`src/rtl/fir_coeff_loader_if.sv`:
```
// Coefficient loader bus: AXI-stream coefficient input, filter status and coefficient write port.
// Latency: none (wires only).
// Backpressure: coeffs_in_tready from the loader; the write side has no backpressure.
// Ports: master = coefficient source / filter side, slave = loader.
interface fir_coeff_loader_if #(
    parameter int NUMBER_TAPS       = 16,
    parameter int COEFFICIENT_WIDTH = 16
);
    localparam int ADDR_WIDTH = $clog2(NUMBER_TAPS);

    // Coefficient stream
    logic [COEFFICIENT_WIDTH-1:0] coeffs_in_tdata;
    logic                         coeffs_in_tvalid;
    logic                         coeffs_in_tlast;
    logic                         coeffs_in_tready;

    // Filter status
    logic                         filter_busy;

    // Coefficient write bus toward the filter
    logic                         coeffs_wren;
    logic [ADDR_WIDTH-1:0]        coeffs_addr;
    logic [COEFFICIENT_WIDTH-1:0] coeffs_wdata;

    // Status
    logic                         load_done;
    logic                         load_error;
    logic [1:0]                   error_code;
    logic                         coeffs_loaded;

    modport master (
        output coeffs_in_tdata, coeffs_in_tvalid, coeffs_in_tlast, filter_busy,
        input  coeffs_in_tready, coeffs_wren, coeffs_addr, coeffs_wdata,
        input  load_done, load_error, error_code, coeffs_loaded
    );

    modport slave (
        input  coeffs_in_tdata, coeffs_in_tvalid, coeffs_in_tlast, filter_busy,
        output coeffs_in_tready, coeffs_wren, coeffs_addr, coeffs_wdata,
        output load_done, load_error, error_code, coeffs_loaded
    );
endinterface

```
`src/rtl/fir_coeff_loader.sv`:
```
// Shadow-buffers one FIR coefficient set from a stream, validates its length, commits it when the filter is idle.
// Latency: first coefficient write 2 cycles after the tlast beat of a valid set (filter idle).
// Backpressure: tready high in RECEIVE/DRAIN, low while waiting for the filter and while committing.
// Ports: clock, reset (sync, active-high), bus (slave modport of fir_coeff_loader_if).
module fir_coeff_loader #(
    parameter int NUMBER_TAPS       = 16,
    parameter int COEFFICIENT_WIDTH = 16,
    parameter bit REVERSE_ORDER     = 1'b0
) (
    input  logic                 clock,
    input  logic                 reset,
    fir_coeff_loader_if.slave    bus
);
    localparam int              ADDR_WIDTH = $clog2(NUMBER_TAPS);
    localparam logic [ADDR_WIDTH-1:0] LAST_IDX = ADDR_WIDTH'(NUMBER_TAPS - 1);

    typedef enum logic [1:0] {
        RECEIVE   = 2'd0,
        DRAIN     = 2'd1,
        WAIT_IDLE = 2'd2,
        COMMIT    = 2'd3
    } state_t;

    state_t                       state, state_next;
    logic [ADDR_WIDTH-1:0]        count, count_next;
    logic [ADDR_WIDTH-1:0]        idx, idx_next;
    logic [ADDR_WIDTH-1:0]        rd_idx;
    logic [COEFFICIENT_WIDTH-1:0] shadow [NUMBER_TAPS];

    logic                         xfer;
    logic                         commit_end;

    logic                         wren_q, wren_next;
    logic [ADDR_WIDTH-1:0]        addr_q, addr_next;
    logic [COEFFICIENT_WIDTH-1:0] wdata_q, wdata_next;
    logic                         done_q, done_next;
    logic                         error_q, error_next;
    logic [1:0]                   code_q, code_next;
    logic                         loaded_q, loaded_next;

    // tready is held low during reset so nothing is accepted before the loader is running.
    assign bus.coeffs_in_tready = ((state == RECEIVE) || (state == DRAIN)) && !reset;
    assign xfer                 = bus.coeffs_in_tvalid && bus.coeffs_in_tready;

    // The last write of a commit is visible on the registered outputs; the edge after it finishes.
    assign commit_end = wren_q && (addr_q == LAST_IDX);
    assign rd_idx     = REVERSE_ORDER ? (LAST_IDX - idx) : idx;

    // ---------------- state register ----------------
    always_ff @(posedge clock) begin
        if (reset) begin
            state <= RECEIVE;
            count <= '0;
            idx   <= '0;
        end else begin
            state <= state_next;
            count <= count_next;
            idx   <= idx_next;
        end
    end

    // ---------------- next-state logic ----------------
    always_comb begin
        state_next = state;
        count_next = count;
        idx_next   = idx;
        case (state)
            RECEIVE: begin
                if (xfer) begin
                    if (bus.coeffs_in_tlast) begin
                        count_next = '0;
                        if (count == LAST_IDX) begin
                            state_next = WAIT_IDLE;
                        end
                    end else if (count == LAST_IDX) begin
                        // Full set seen without tlast: everything further belongs to a long frame.
                        count_next = '0;
                        state_next = DRAIN;
                    end else begin
                        count_next = count + 1'b1;
                    end
                end
            end
            DRAIN: begin
                if (xfer && bus.coeffs_in_tlast) begin
                    state_next = RECEIVE;
                end
            end
            WAIT_IDLE: begin
                if (!bus.filter_busy) begin
                    state_next = COMMIT;
                    idx_next   = '0;
                end
            end
            COMMIT: begin
                if (commit_end) begin
                    state_next = RECEIVE;
                end else if (idx != LAST_IDX) begin
                    // idx parks on the last address instead of wrapping.
                    idx_next = idx + 1'b1;
                end
            end
            default: state_next = RECEIVE;
        endcase
    end

    // ---------------- output logic (next values of registered outputs) ----------------
    always_comb begin
        wren_next   = 1'b0;
        addr_next   = '0;
        wdata_next  = '0;
        done_next   = 1'b0;
        error_next  = 1'b0;
        code_next   = code_q;
        loaded_next = loaded_q;
        case (state)
            RECEIVE: begin
                if (xfer && bus.coeffs_in_tlast && (count != LAST_IDX)) begin
                    error_next = 1'b1;
                    code_next  = 2'b01;
                end
            end
            DRAIN: begin
                if (xfer && bus.coeffs_in_tlast) begin
                    error_next = 1'b1;
                    code_next  = 2'b10;
                end
            end
            COMMIT: begin
                if (commit_end) begin
                    done_next   = 1'b1;
                    loaded_next = 1'b1;
                end else begin
                    wren_next  = 1'b1;
                    addr_next  = idx;
                    wdata_next = shadow[rd_idx];
                end
            end
            default: ;
        endcase
    end

    always_ff @(posedge clock) begin
        if (reset) begin
            wren_q   <= 1'b0;
            addr_q   <= '0;
            wdata_q  <= '0;
            done_q   <= 1'b0;
            error_q  <= 1'b0;
            code_q   <= 2'b00;
            loaded_q <= 1'b0;
        end else begin
            wren_q   <= wren_next;
            addr_q   <= addr_next;
            wdata_q  <= wdata_next;
            done_q   <= done_next;
            error_q  <= error_next;
            code_q   <= code_next;
            loaded_q <= loaded_next;
        end
    end

    // Shadow buffer is never cleared; a malformed frame may overwrite it but is never committed.
    always_ff @(posedge clock) begin
        if ((state == RECEIVE) && xfer) begin
            shadow[count] <= bus.coeffs_in_tdata;
        end
    end

    assign bus.coeffs_wren   = wren_q;
    assign bus.coeffs_addr   = addr_q;
    assign bus.coeffs_wdata  = wdata_q;
    assign bus.load_done     = done_q;
    assign bus.load_error    = error_q;
    assign bus.error_code    = code_q;
    assign bus.coeffs_loaded = loaded_q;
endmodule
```
`src/flat_wrapper.sv`:
```
// flat-port wrapper written by rule: the top's interface ports become plain ports
module fir_coeff_loader_flat 
#(
    parameter int NUMBER_TAPS       = 16,
    parameter int COEFFICIENT_WIDTH = 16,
    parameter bit REVERSE_ORDER     = 1'b0
)
  (clock, reset, bus_coeffs_in_tdata, bus_coeffs_in_tvalid, bus_coeffs_in_tlast, bus_filter_busy, bus_coeffs_in_tready, bus_coeffs_wren, bus_coeffs_addr, bus_coeffs_wdata, bus_load_done, bus_load_error, bus_error_code, bus_coeffs_loaded);
  fir_coeff_loader_if #(.NUMBER_TAPS(NUMBER_TAPS), .COEFFICIENT_WIDTH(COEFFICIENT_WIDTH)) bus_i ();
  input  logic clock;
  input  logic reset;
  input wire logic [$bits(bus_i.coeffs_in_tdata)-1:0] bus_coeffs_in_tdata;
  input wire logic [$bits(bus_i.coeffs_in_tvalid)-1:0] bus_coeffs_in_tvalid;
  input wire logic [$bits(bus_i.coeffs_in_tlast)-1:0] bus_coeffs_in_tlast;
  input wire logic [$bits(bus_i.filter_busy)-1:0] bus_filter_busy;
  output wire logic [$bits(bus_i.coeffs_in_tready)-1:0] bus_coeffs_in_tready;
  output wire logic [$bits(bus_i.coeffs_wren)-1:0] bus_coeffs_wren;
  output wire logic [$bits(bus_i.coeffs_addr)-1:0] bus_coeffs_addr;
  output wire logic [$bits(bus_i.coeffs_wdata)-1:0] bus_coeffs_wdata;
  output wire logic [$bits(bus_i.load_done)-1:0] bus_load_done;
  output wire logic [$bits(bus_i.load_error)-1:0] bus_load_error;
  output wire logic [$bits(bus_i.error_code)-1:0] bus_error_code;
  output wire logic [$bits(bus_i.coeffs_loaded)-1:0] bus_coeffs_loaded;
  assign bus_i.coeffs_in_tdata = bus_coeffs_in_tdata;
  assign bus_i.coeffs_in_tvalid = bus_coeffs_in_tvalid;
  assign bus_i.coeffs_in_tlast = bus_coeffs_in_tlast;
  assign bus_i.filter_busy = bus_filter_busy;
  assign bus_coeffs_in_tready = bus_i.coeffs_in_tready;
  assign bus_coeffs_wren = bus_i.coeffs_wren;
  assign bus_coeffs_addr = bus_i.coeffs_addr;
  assign bus_coeffs_wdata = bus_i.coeffs_wdata;
  assign bus_load_done = bus_i.load_done;
  assign bus_load_error = bus_i.load_error;
  assign bus_error_code = bus_i.error_code;
  assign bus_coeffs_loaded = bus_i.coeffs_loaded;
  fir_coeff_loader #(.NUMBER_TAPS(NUMBER_TAPS), .COEFFICIENT_WIDTH(COEFFICIENT_WIDTH), .REVERSE_ORDER(REVERSE_ORDER)) u_core (.clock(clock), .reset(reset), .bus(bus_i));
endmodule
```
`config.mk`:
```
export PLATFORM = sky130hd
export DESIGN_NAME = fir_coeff_loader_flat
export DESIGN_NICKNAME = d
export VERILOG_FILES = /design/src/rtl/fir_coeff_loader_if.sv /design/src/rtl/fir_coeff_loader.sv /design/src/flat_wrapper.sv
export SDC_FILE = /design/constraint.sdc
export NUM_CORES = 1
export LEC_CHECK = 0
export ABC_CLOCK_PERIOD_IN_PS = 2300
export BUFFER_PORTS_ARGS = -buffer_cell sky130_fd_sc_hd__buf_2
export CORE_UTILIZATION = 50
export DETAILED_ROUTE_END_ITERATION = 6
export GPL_ROUTABILITY_DRIVEN = 0
export PLACE_DENSITY = 0.65
export SYNTH_ARGS = -nofsm -noshare
export SYNTH_HDL_FRONTEND = slang
export SYNTH_SLANG_ARGS = --single-unit
```
`constraint.sdc`:
```
create_clock -name clock -period 2.3 [get_ports clock]
set_input_delay 0.345 -clock clock [delete_from_list [all_inputs] [get_ports clock]]
set_output_delay 0.345 -clock clock [all_outputs]
set_load 0.005 [all_outputs]
```
# Word level (Yosys, flattened, before mapping)
# Memory sizes are Yosys's and may differ from the RTL's. A register that Yosys moved wholly into a read port is not among the register bits.
# Index checks and enable logic that the tools add are counted.
[totals]
n_memories = 1
regBits = 20
ram_bits = 256
out_inout_bits = 27
[classes]
n_reduce_logical = 18
eq_ne = 15
bitwise_logic = 1
mux = 24
addsub = 2
[memory_table]
columns = ["name", "words", "width", "read_ports", "rd_clocked_by_memory_dff", "write_ports", "line", "text"]
rows = [
  ["u_core.shadow", 16, 16, 1, 1, 1, "fir_coeff_loader.sv:28", "logic [COEFFICIENT_WIDTH-1:0] shadow [NUMBER_TAPS];"],
]
[op_table]
columns = ["operator", "n"]
rows = [
  ["4-bit two-way mux", 5],
  ["2-bit two-way mux", 9],
  ["2-bit != test, second input constant", 5],
  ["4-bit by 1-bit adder with 4-bit output, second input constant", 2],
  ["4-bit == test, second input constant", 2],
  ["4-bit != test, second input constant", 2],
  ["2-bit case mux with 4 select lines", 1],
  ["4-bit case mux with 2 select lines", 1],
  ["1-bit logical AND", 6],
  ["1-bit two-way mux", 6],
  ["2-bit by 1-bit != test with 1-bit output, second input constant", 3],
  ["5-bit AND reduction", 1],
  ["2-bit == test, second input constant", 2],
  ["2-bit case mux with 2 select lines", 1],
  ["2-bit AND reduction", 2],
  ["4-bit AND reduction", 1],
  ["2-bit nonzero test", 2],
  ["3-bit AND reduction", 1],
  ["3-bit OR reduction", 1],
  ["2-bit by 1-bit == test with 1-bit output, second input constant", 1],
  ["2-bit logical NOT", 1],
  ["1-bit case mux with 2 select lines", 1],
  ["2-bit OR reduction", 1],
  ["1-bit logical NOT", 1],
  ["2 further kinds", 2],
]

# Depth between registers and ports, before layout
# Gate-level depths: netlist of the first run.
[depth]
depth_word = 8
ltp_mapped = 6
mapped_depth_nobuf = 5

# Worst setup path after synthesis of the first run
# Ideal clock, no wire load.
[synth_path]
path_kind = "input to register"
startpoint = "input reset"
endpoint = "memory u_core.shadow[11][0] (enable)"
path_slack_ns = 0.312
required_time_ns = 1.926
stages = 6
arrival_time_ns = 1.614
path_cell_list = "buf_2 nor2_4 nand3b_1 buf_2 nor3b_1 and2_1"
[synth_between]
elab_chain_len = 6
[synth_lines]
columns = ["item", "line", "text"]
rows = [
  ["start, declared", "flat_wrapper.sv:11", "input logic reset;"],
  ["1-bit logical NOT", "fir_coeff_loader.sv:42", "assign bus.coeffs_in_tready = ((state == RECEIVE) || (state == DRAIN)) && !reset;"],
  ["1-bit logical AND", "fir_coeff_loader.sv:42", ""],
  ["net bus_coeffs_in_tready", "flat_wrapper.sv:16", "output wire logic [$bits(bus_i.coeffs_in_tready)-1:0] bus_coeffs_in_tready;"],
  ["1-bit logical AND", "fir_coeff_loader.sv:43", "assign xfer = bus.coeffs_in_tvalid && bus.coeffs_in_tready;"],
  ["1-bit logical AND", "fir_coeff_loader.sv:165", "if ((state == RECEIVE) && xfer) begin"],
  ["1-bit two-way mux", "fir_coeff_loader.sv:165", ""],
  ["1-bit two-way mux (implied by the code)", "fir_coeff_loader.sv:166", "shadow[count] <= bus.coeffs_in_tdata;"],
  ["end, declared", "fir_coeff_loader.sv:28", ""],
]
# The timed path passes the listed nets, and every way through them passes these cells.

==> results of run 1 <==
## state kept, by name, summed over array words and instances, names as in the netlist
signal,count
u_core.bus.coeffs_wdata,16
u_core.bus.coeffs_wren,1
u_core.bus.coeffs_loaded,1
u_core.bus.load_done,1
u_core.state,2
u_core.idx,4
u_core.count,4
u_core.bus.coeffs_addr,4
u_core.bus.load_error,1
u_core.shadow,256
u_core.bus.error_code,2
## area by class of cell
type | instances | area [µm²]
fill | 1592 | 8870
sequential | 292 | 8410
multi-input combinational | 225 | 2550
clock buffer | 44 | 885
timing repair buffer | 78 | 656
tap | 280 | 350
clock inverter | 11 | 72.6
inverter | 6 | 22.5
## metrics by stage
stage | instances | hold WS [ns] | setup slack, ns | area [µm²]
2_1_floorplan | 551 | 0.444 | 0.312 | 11100
3_3_place_gp | 881 | 0.448 | 0.371 | 12000
5_1_grt | 936 | 0.143 | 0.295 | 13000
3_5_place_dp | 881 | 0.469 | 0.325 | 12000
6_report | 936 | 0.137 | 0.434 | 13000
4_1_cts | 936 | 0.112 | 0.384 | 13000
## power groups by stage
stage,combinational [mW],sequential [mW],clock [mW]
global placement,0.161,5.89,0
floorplan,0.0580,5.90,0
finish,0.165,5.78,4.59
detailed placement,0.169,5.89,0
global route,0.183,5.78,4.86
CTS,0.169,5.78,4.69
## worst paths after layout
| kind | startpoint | end | slack (ns) | cells after the start |
|---|---|---|---|---|
| max | u_core.idx[1] | u_core.bus.coeffs_wdata[7] | 0.43 | 5 |
| min | bus_coeffs_in_tvalid | u_core.state[1] | 0.14 | 3 |
| max reg2reg | u_core.idx[1] | u_core.bus.coeffs_wdata[7] | 0.43 | 5 |
| min reg2reg | u_core.bus.coeffs_loaded | u_core.bus.coeffs_loaded | 0.47 | 2 |
## layer usage
metal	vias up	wire (µm)	track usage, %
met2	114	11700	37.1
met3	27	1000	2.83
met5	-	0	0
li1	2392	-	-
met4	0	360	4.50
met1	2782	8550	25.4
## Yosys cell counts, drive strengths merged, types with 2 or more instances
| cell type | count |
|---|---|
| mux4 | 64 |
| or4 | 2 |
| nand3 | 7 |
| clkbuf | 12 |
| a31oi | 2 |
| inv | 6 |
| and3 | 7 |
| a21oi | 11 |
| a311oi | 2 |
| edfxtp | 256 |
| ha | 5 |
| nor3 | 5 |
| dfxtp | 36 |
| nand3b | 2 |
| mux2i | 16 |
| nor3b | 5 |
| buf | 16 |
| nor2 | 13 |
| mux2 | 18 |
| o21ai | 18 |
| and2 | 13 |
| nand2 | 24 |
## logic make-up (layout without fill, tap and decap cells)
logic type      Yosys count  after routing
mux                      98             98
buf+inv                  34            139
flops                   292            292
xor+xnor                  1              1
simple gates             83             83
compound gates           38             38
fa+ha+maj                 5              5
## worst max-delay path, stage by stage (launching register included)
cell and delay [ns]:
dfxtp_4 0.46, buf_12 0.27, mux4_2 0.53, mux2_2 0.27, nand2_1 0.06, o21ai_0 0.11
==> impl_results.md, run 1 <==
* Seq pwr share at 54.9%
* Max Cap Violations at 0
* Syn_nets at 577
* Worst-Margin Slew at 0.407 ns
* IO Port Bufs at 47
* Grt total ovfl at 0
* Initial antenna violation count at 0
* Die Area at 22,800 µm²
* Worst slew margin at 72.8%
* N_diodes at 0
* Final Power at 10.5 mW
* Top cells by area, synth: edfxtp_1 69%, mux4_2 13%, dfxtp_1 6.5%
* TritonCTS buffer count at 30
* Mapped Cells at 551
* Pins Over Slew Limit at 0
* Final core utilization at 59.3%
* Sink Count at 292
* DR DRC count at 0
* P_leak at 4.20 nW
* Status: finished, final reports clean
* Adder-Cell Fraction of Synth Area at 0.562%
* Arrival time worst endpoint at 2.26 ns
* Clock share of power at 43.6%
* Yosys reg bits at 292
* Number of post-CTS setup repair buffers at 0
* Hold_buf cts at 0
* CTS tree: built
* Register area share after synthesis at 75.6%
* Worst Hold Class: in -> reg
* Largest net degree at the start of global routing at 48
* First-pass GRT wire length at 33,300 µm
* VDD IR max at 0.695 mV
* Clk slew on worst S/H paths at 0.06 ns
* Core box area at 21,800 µm²
* Post-synth top area share at 69.1%
* Most common cell after layout, fill and taps aside: edfxtp_1
* Clk_lat worst skew at 0.54 ns
* Largest family of logic cells by synthesized area: multiplexers
* Die height at 151 µm
* Post-Syn Area at 11,100 µm²
* P&R area growth vs syn at 16.4%
* Most frequent cells in the layout: 256 x edfxtp_1, 64 x mux4_2, 47 x buf_2
* Die Width at 151 µm
* Post-Synth XOR/XNOR Area at 0.0787%
* Share of cells above drive strength 1 at 32.0%
* Setup violators final at 0
* Synth async-reset ratio at 0%
* Wire per inst at 23.1 µm
* CTS-repair resized insts at 0
* Total GRT Usage at 20.2%
* Number of flops mapped to enable cells by yosys at 256
* DP HPWL at 13,400 µm
* Peak Freq at 0.536 GHz
* Prevailing post-synth register cell: edfxtp_1
* Vias per cell at 5.68
* Sum Neg Setup Slack at 0 ns
* Initial Util at 51.0%
* Fin. Hold Viols at 0
* Sw power at 1.96 mW
* Clk Tree Root Cell: clkbuf_16
* Worst EP required at 2.70 ns
* TritonRoute pass-1 iters at 4
* CP Max Fanout at 27
* Mux share of post-synthesis cell area at 16.2%
* Min Tclk post-route at 1.87 ns
* Clk buf depth at 3
* Vias at 5,315
* Int Power at 8.58 mW
* P per Cell Area at 814 nW/µm²
* Synth Area in Compound Gates at 2.02%
* 1st-iter DRT viols at 314
* RSZ-0062 raised after global routing: false
* Number of global-route vias before repair at 5,784
* Area fraction in and, or, nand and nor cells after synthesis at 4.03%
* Switching share of power at 18.6%
* Post-route ant nets at 0
* Layout Nets at 659
* Post-synth cell types at 40
* Average cell area after synthesis at 20.2 µm²
* CP Capture Type: register
* Routed WL at 21,600 µm
* CP startpoint kind: register
* I/O pins at 48
* Logic pwr share at 1.6%
* H-tree levels at 1
* Cell taking the most area after synthesis: edfxtp_1
* Critical path class: reg -> reg
* Period utilisation layout at 81.1%
* # rows at 54
* Clock Skew at 0.0154 ns
* Synth warn at 0
(Power assumes the default switching activity.)
==> run 2: changes to the inputs <==
ABC_CLOCK_PERIOD_IN_PS = 1850   (was 2300)
clock period = 1.85 ns   (was 2.3 ns; I/O delays follow)
==> run 2 against run 1 <==
Against the previous run: clock power grew 33%; largest cell class unchanged; sequential power grew 24%; critical path type unchanged; die area is the same.
==> impl_results.md, run 2 (synthesized netlist as in run 1, its figures left out) <==
* Most common cell after layout, fill and taps aside: edfxtp_1
* Clk buf depth at 3 (unchanged)
* Hold_buf cts at 0 (unchanged)
* Setup violators final at 0 (unchanged)
* Vias per cell at 5.69 (+0.16%)
* Fin. Hold Viols at 0 (unchanged)
* Most frequent cells in the layout: 256 x edfxtp_1, 64 x mux4_2, 47 x buf_2
* Vias at 5,460 (+2.7%)
* R2r setup slk at 0.09 ns (-0.34 ns)
* TritonRoute pass-1 iters at 5 (+1)
* CP Capture Type: register
* Number of global-route vias before repair at 5,842 (+1.0%)
* Peak Freq at 0.569 GHz (+6.2%)
* P_leak at 4.41 nW (+5.0%)
* Worst EP required at 2.25 ns (-0.45 ns)
* 1st-iter DRT viols at 357 (+14%)
* Critical path class: reg -> reg
* Wire per inst at 23.6 µm (+2.2%)
* # rows at 54 (unchanged)
* DP HPWL at 14,300 µm (+6.4%)
* Period utilisation layout at 95.0% (+14 points)
* Sum Neg Setup Slack at 0 ns (unchanged)
* Routed WL at 22,600 µm (+4.8%)
* Largest net degree at the start of global routing at 27 (-44%)
* CTS tree: built
* Finished layout cell area at 13,400 µm² (+3.1%)
* Core box area at 21,800 µm² (unchanged)
* Die height at 151 µm (unchanged)
* Initial antenna violation count at 0 (unchanged)
* Biggest register: u_core.shadow
* Worst slew margin at 71.0% (-1.8 points)
* Worst Hold Class: in -> reg
* P&R area growth vs syn at 20.0%
* H-tree levels at 1 (unchanged)
* RSZ-0062 raised after global routing: false
* Sink Count at 292 (unchanged)
* First-pass GRT wire length at 34,800 µm (+4.5%)
* VDD IR max at 0.799 mV (+15%)
* Clk slew on worst S/H paths at 0.06 ns (about the same)
* Clock Skew at 0.0154 ns (-0.0000692 ns)
* Grt total ovfl at 0 (unchanged)
* Non-Filler Instances at 960 (+2.6%)
* I/O pins at 48 (unchanged)
* DR DRC count at 0 (unchanged)
* Initial Util at 51.0% (unchanged)
* Pins Over Slew Limit at 0 (unchanged)
* Worst Hold Path EP: u_core.state[1]
* Placed insts at 902 (+2.4%)
* Final Power at 13.5 mW (+28%)
* Clk Tree Root Cell: clkbuf_16
* CP startpoint kind: register
* Die Area at 22,800 µm² (unchanged)
* R2R Path End: u_core.bus.coeffs_wdata[15]
* N_diodes at 0 (unchanged)
* IO Port Bufs at 47 (unchanged)
* Die Width at 151 µm (unchanged)
* Worst-Margin Slew at 0.434 ns (+0.0267 ns)
* Share of cells above drive strength 1 at 37.4% (+5.3 points)
* Post-route ant nets at 0 (unchanged)
* Min Tclk post-route at 1.76 ns (-0.109 ns)
* RR Startpoint: u_core.idx[1]
* Number of flip-flops in the largest register at 256 (unchanged)
* Total GRT Usage at 21.1% (+0.93 points)
* TritonCTS buffer count at 30 (unchanged)
* WHS at 0.0573 ns (-0.0795 ns)
* Max Cap Violations at 0 (unchanged)
* HP Start: bus_coeffs_in_tvalid
* Hold Crit Depth at 3 (unchanged)
* Clk_lat worst skew at 0.55 ns (about the same)
* Layout Nets at 682 (+3.5%)
* Status: finished, final reports clean
* Arrival time worst endpoint at 2.16 ns (-0.10 ns)
* R2r worst-path depth at 5 (unchanged)
* P per Cell Area at 1010 nW/µm² (+24%)
* Final WS setup at 0.0929 ns (-0.341 ns)
* Final core utilization at 61.2% (+1.8 points)
* Post-Place Cell Area at 12,300 µm² (+2.5%)
* Pre-CTS setup slack at -0.0642 ns (-0.389 ns)
* CP Max Fanout at 21 (-22%)
-- run 2: cell count changes in the layout (fill, tap and decap cells not counted), moves of 4 or more --
cell	change
clkinv_2	+9
and2_1	-8
buf_4	+10
clkinv_1	-7
buf_12	+11
clkbuf_1	-4
and2_2	+8
-- run 2: area by class of cell --
cell class,instances,area [µm²]
inverters,6,22.5
flip-flops and latches,292,8410
clock buffers,39,856
multi-input cells,225,2570
clock inverters,17,168
fillers,1552,8470
repair buffers,101,973
well taps,280,350
-- run 2: how the worst max path moves through the flow --
stage          slack, ns  cells after the start                     endpoint       startpoint
2_1_floorplan      0.003                      6          u_core.shadow[7][0]  u_core.state[1]
3_3_place_gp       -0.02                      6                u_core.idx[1]    u_core.idx[1]
3_5_place_dp       -0.06                      6                u_core.idx[1]    u_core.idx[1]
4_1_cts             0.03                      5  u_core.bus.coeffs_wdata[12]  u_core.state[1]
6_report            0.09                      5  u_core.bus.coeffs_wdata[15]    u_core.idx[1]
5_1_grt           0.0005                      6  u_core.bus.coeffs_wdata[13]  u_core.state[1]
-- run 2: worst max-delay path, cell delays in order, from the launching register on --
cell,delay (ns)
dfxtp_4,0.40
buf_12,0.21
mux4_2,0.53
mux2_2,0.28
nand2_1,0.07
o21ai_0,0.09
-- run 2: power breakdown --
part / switching (mW) / internal (mW)
combinational: 0.135 / 0.0771
clock: 2.42 / 3.67
sequential: 0.00754 / 7.18
total: 2.56 / 10.9
-- run 2: repair_timing --
action / 4_1_cts / 5_1_grt
hold endpoints to repair: 0 / 0
gates resized for setup: 2 / 2
setup endpoints to repair: 1 / 7
setup buffers: 0 / 2
-- run 2: layer usage --
layer / up-vias / wire length [µm] / GRT usage [%]
met2: 131 / 11800 / 37.0
met5: - / 0 / 0
met4: 0 / 430 / 5.10
met3: 38 / 1090 / 2.68
met1: 2850 / 9290 / 28.2
li1: 2441 / - / -
==> run 3: changes to the inputs <==
ABC_CLOCK_PERIOD_IN_PS = 1600   (was 1850)
PLACE_DENSITY = 0.67   (was 0.65)
clock period = 1.6 ns   (was 1.85 ns; I/O delays follow)
==> run 3 against run 2 <==
Against the previous run: the flow now finishes with violations (negative setup slack); critical endpoint is now u_core.shadow[11][1]; die area is the same; first-iteration DRC count grew 32%; final cell count increased by 3.1%; sequential power rose by 16%; largest cell class unchanged; combinational power is 43% higher; total power is 11% higher; worst hold slack got worse by 0.014 ns.
==> impl_results.md, run 3 (synthesized netlist as in run 1, its figures left out) <==
* Status: complete, but fails checks
* Failing checks: negative setup slack
* Min Tclk post-route at 1.78 ns (+0.0246 ns)
* Logic pwr share at 2.0% (+0.4 points)
* Setup violators final at 142 (+142)
* H-tree levels at 1 (unchanged)
* RSZ-0062 raised after global routing: true
* P&R area growth vs syn at 25.3%
* First-pass GRT wire length at 36,800 µm (+5.6%)
* P_leak at 4.63 nW (+5.0%)
* Clk Tree Root Cell: clkbuf_16
* DR DRC count at 0 (unchanged)
* Wire per inst at 25.4 µm (+7.6%)
* Layout Nets at 715 (+4.8%)
* Clock Skew at 0.0202 ns (+0.00488 ns)
* Largest net degree at the start of global routing at 37 (+37%)
* Die height at 151 µm (unchanged)
* 1st-iter DRT viols at 472 (+32%)
* TritonRoute pass-1 iters at 5 (unchanged)
* # rows at 54 (unchanged)
* DP HPWL at 14,200 µm (-0.37%)
* Placed insts at 885 (-1.9%)
* Final Power at 14.9 mW (+11%)
* Number of flip-flops in the largest register at 256 (unchanged)
* Grt total ovfl at 0 (unchanged)
* CP Max Fanout at 6 (-71%)
* Biggest register: u_core.shadow
* IO Port Bufs at 47 (unchanged)
* Pre-CTS setup slack at -0.389 ns (-0.325 ns)
* Die Width at 151 µm (unchanged)
* Most frequent cells in the layout: 256 x edfxtp_1, 64 x mux4_2, 47 x buf_2
* Peak Freq at 0.561 GHz (-1.4%)
* Worst slew margin at 73.9% (+2.9 points)
* Non-Filler Instances at 990 (+3.1%)
* Share of cells above drive strength 1 at 43.1% (+5.7 points)
* Clock share of power at 42.3% (-2.8 points)
* Crit-path cells: nor2_4 > nand3b_1 > buf_6 > nor3b_4 > buf_4 > and2_4 > clkbuf_16
* Worst Hold Class: in -> reg
* CP Capture Type: register
* # fillers at 1,478 (-4.8%)
* Core box area at 21,800 µm² (unchanged)
* Seq pwr share at 55.6% (+2.3 points)
* Period utilisation layout at 111% (+16 points)
* CP startpoint kind: register
* CTS tree: built
* Number of global-route vias before repair at 5,970 (+2.2%)
* Sink Count at 292 (unchanged)
* Fin. Hold Viols at 0 (unchanged)
* Routed WL at 25,100 µm (+11%)
* Vias per cell at 5.84 (+2.7%)
* CP max stage delay at 0.33 ns (-0.20 ns)
* I/O pins at 48 (unchanged)
* Final WS setup at -0.182 ns (-0.275 ns)
* Vias at 5,783 (+5.9%)
* Post-route ant nets at 0 (unchanged)
* Most common cell after layout, fill and taps aside: edfxtp_1
* VDD IR max at 1.04 mV (+30%)
* Critical path class: reg -> reg
* Initial Util at 51.0% (unchanged)
* Clk slew on worst S/H paths at 0.06 ns (about the same)
* Total GRT Usage at 22.6% (+1.4 points)
* TritonCTS buffer count at 29 (-3.3%)
* Initial antenna violation count at 1 (+1)
* Die Area at 22,800 µm² (unchanged)
* Switching share of power at 19.2% (+0.24 points)
* Int Power at 12.1 mW (+10%)
* Clk_lat worst skew at 0.54 ns (about the same)
* N_diodes at 0 (unchanged)
* Crit-path slowest cell: dfxtp_2
* Clk buf depth at 3 (unchanged)
* P per Cell Area at 1070 nW/µm² (+6.1%)
* Sw power at 2.87 mW (+12%)
* Max Cap Violations at 0 (unchanged)
* Arrival time worst endpoint at 2.02 ns (-0.14 ns)
* Pins Over Slew Limit at 0 (unchanged)
* Worst EP required at 1.84 ns (-0.41 ns)
* Worst-Margin Slew at 0.392 ns (-0.0426 ns)
-- run 3: changes by cell type in the layout (fill, tap and decap cells not counted), moves of 6 or more --
cell	before	now
nand2_2	0	7
mux2i_2	0	6
and2_4	0	14
and2_2	8	0
mux2_2	18	9
mux2i_1	16	10
buf_6	2	18
mux2_4	0	9
nand2_1	24	17
clkbuf_1	3	10
-- run 3: area by class of cell --
class	instances	area (µm²)	share of cell area, %
sequential	292	8420	60.4
multi-input combinational	228	2800	20.1
timing repair buffer	132	1480	10.6
clock buffer	39	763	5.48
tap	280	350	2.51
clock inverter	13	109	0.781
inverter	6	22.5	0.162
-- run 3: critical path, delay by kind of cell, from the launching register on --
| kind | cells | cell delay (ns) |
|---|---|---|
| DFF | 1 | 0.33 |
| buffers and inverters | 3 | 0.51 |
| and+or+nand+nor | 4 | 0.63 |
-- run 3: final timing paths --
path,start,slack (ns),end,cells after the start
max reg2reg,u_core.state[1],-0.18,u_core.shadow[11][1],7
min reg2reg,u_core.bus.coeffs_loaded,0.48,u_core.bus.coeffs_loaded,2
min,bus_coeffs_in_tlast,0.04,u_core.state[1],3
max,u_core.state[1],-0.18,u_core.shadow[11][1],7
-- run 3: power groups by stage --
stage / registers (mW) / clock network (mW) / logic, mW
3_5_place_dp: 8.47 / 0 / 0.252
2_1_floorplan: 8.48 / 0 / 0.0912
3_3_place_gp: 8.47 / 0 / 0.239
6_report: 8.31 / 6.32 / 0.304
4_1_cts: 8.31 / 6.39 / 0.297
5_1_grt: 8.31 / 6.72 / 0.328
-- run 3: routing by layer --
metal | global-route usage [%] | part of all wire [%]
met3 | 5.00 | 6.8
met1 | 30.0 | 41
met5 | 0 | 0.040
met2 | 37.6 | 50
met4 | 6.50 | 2.5
-- run 3: metrics by stage --
step	setup TNS, ns	hold WS, ns	util (%)	cell area (µm²)
floorplan	-0.0677	0.339	-	11200
detailed placement	-28.79	0.463	55.4	12100
global placement	-23.84	0.453	55.4	12100
finish	-11.77	0.0428	63.9	13900
global route	-24.05	0.0547	63.9	13900
CTS	-4.70	0.0313	62.8	13700
-- run 3: repair_timing --
item / CTS / global route
hold endpoints to repair: 0 / 0
hold buffers: 0 / 0
pin swaps: 20 / 7
buffers inserted: 38 / 7
gates resized for setup: 54 / 35
gates cloned: 7 / 3
endpoints found under the setup margin: 258 / 269
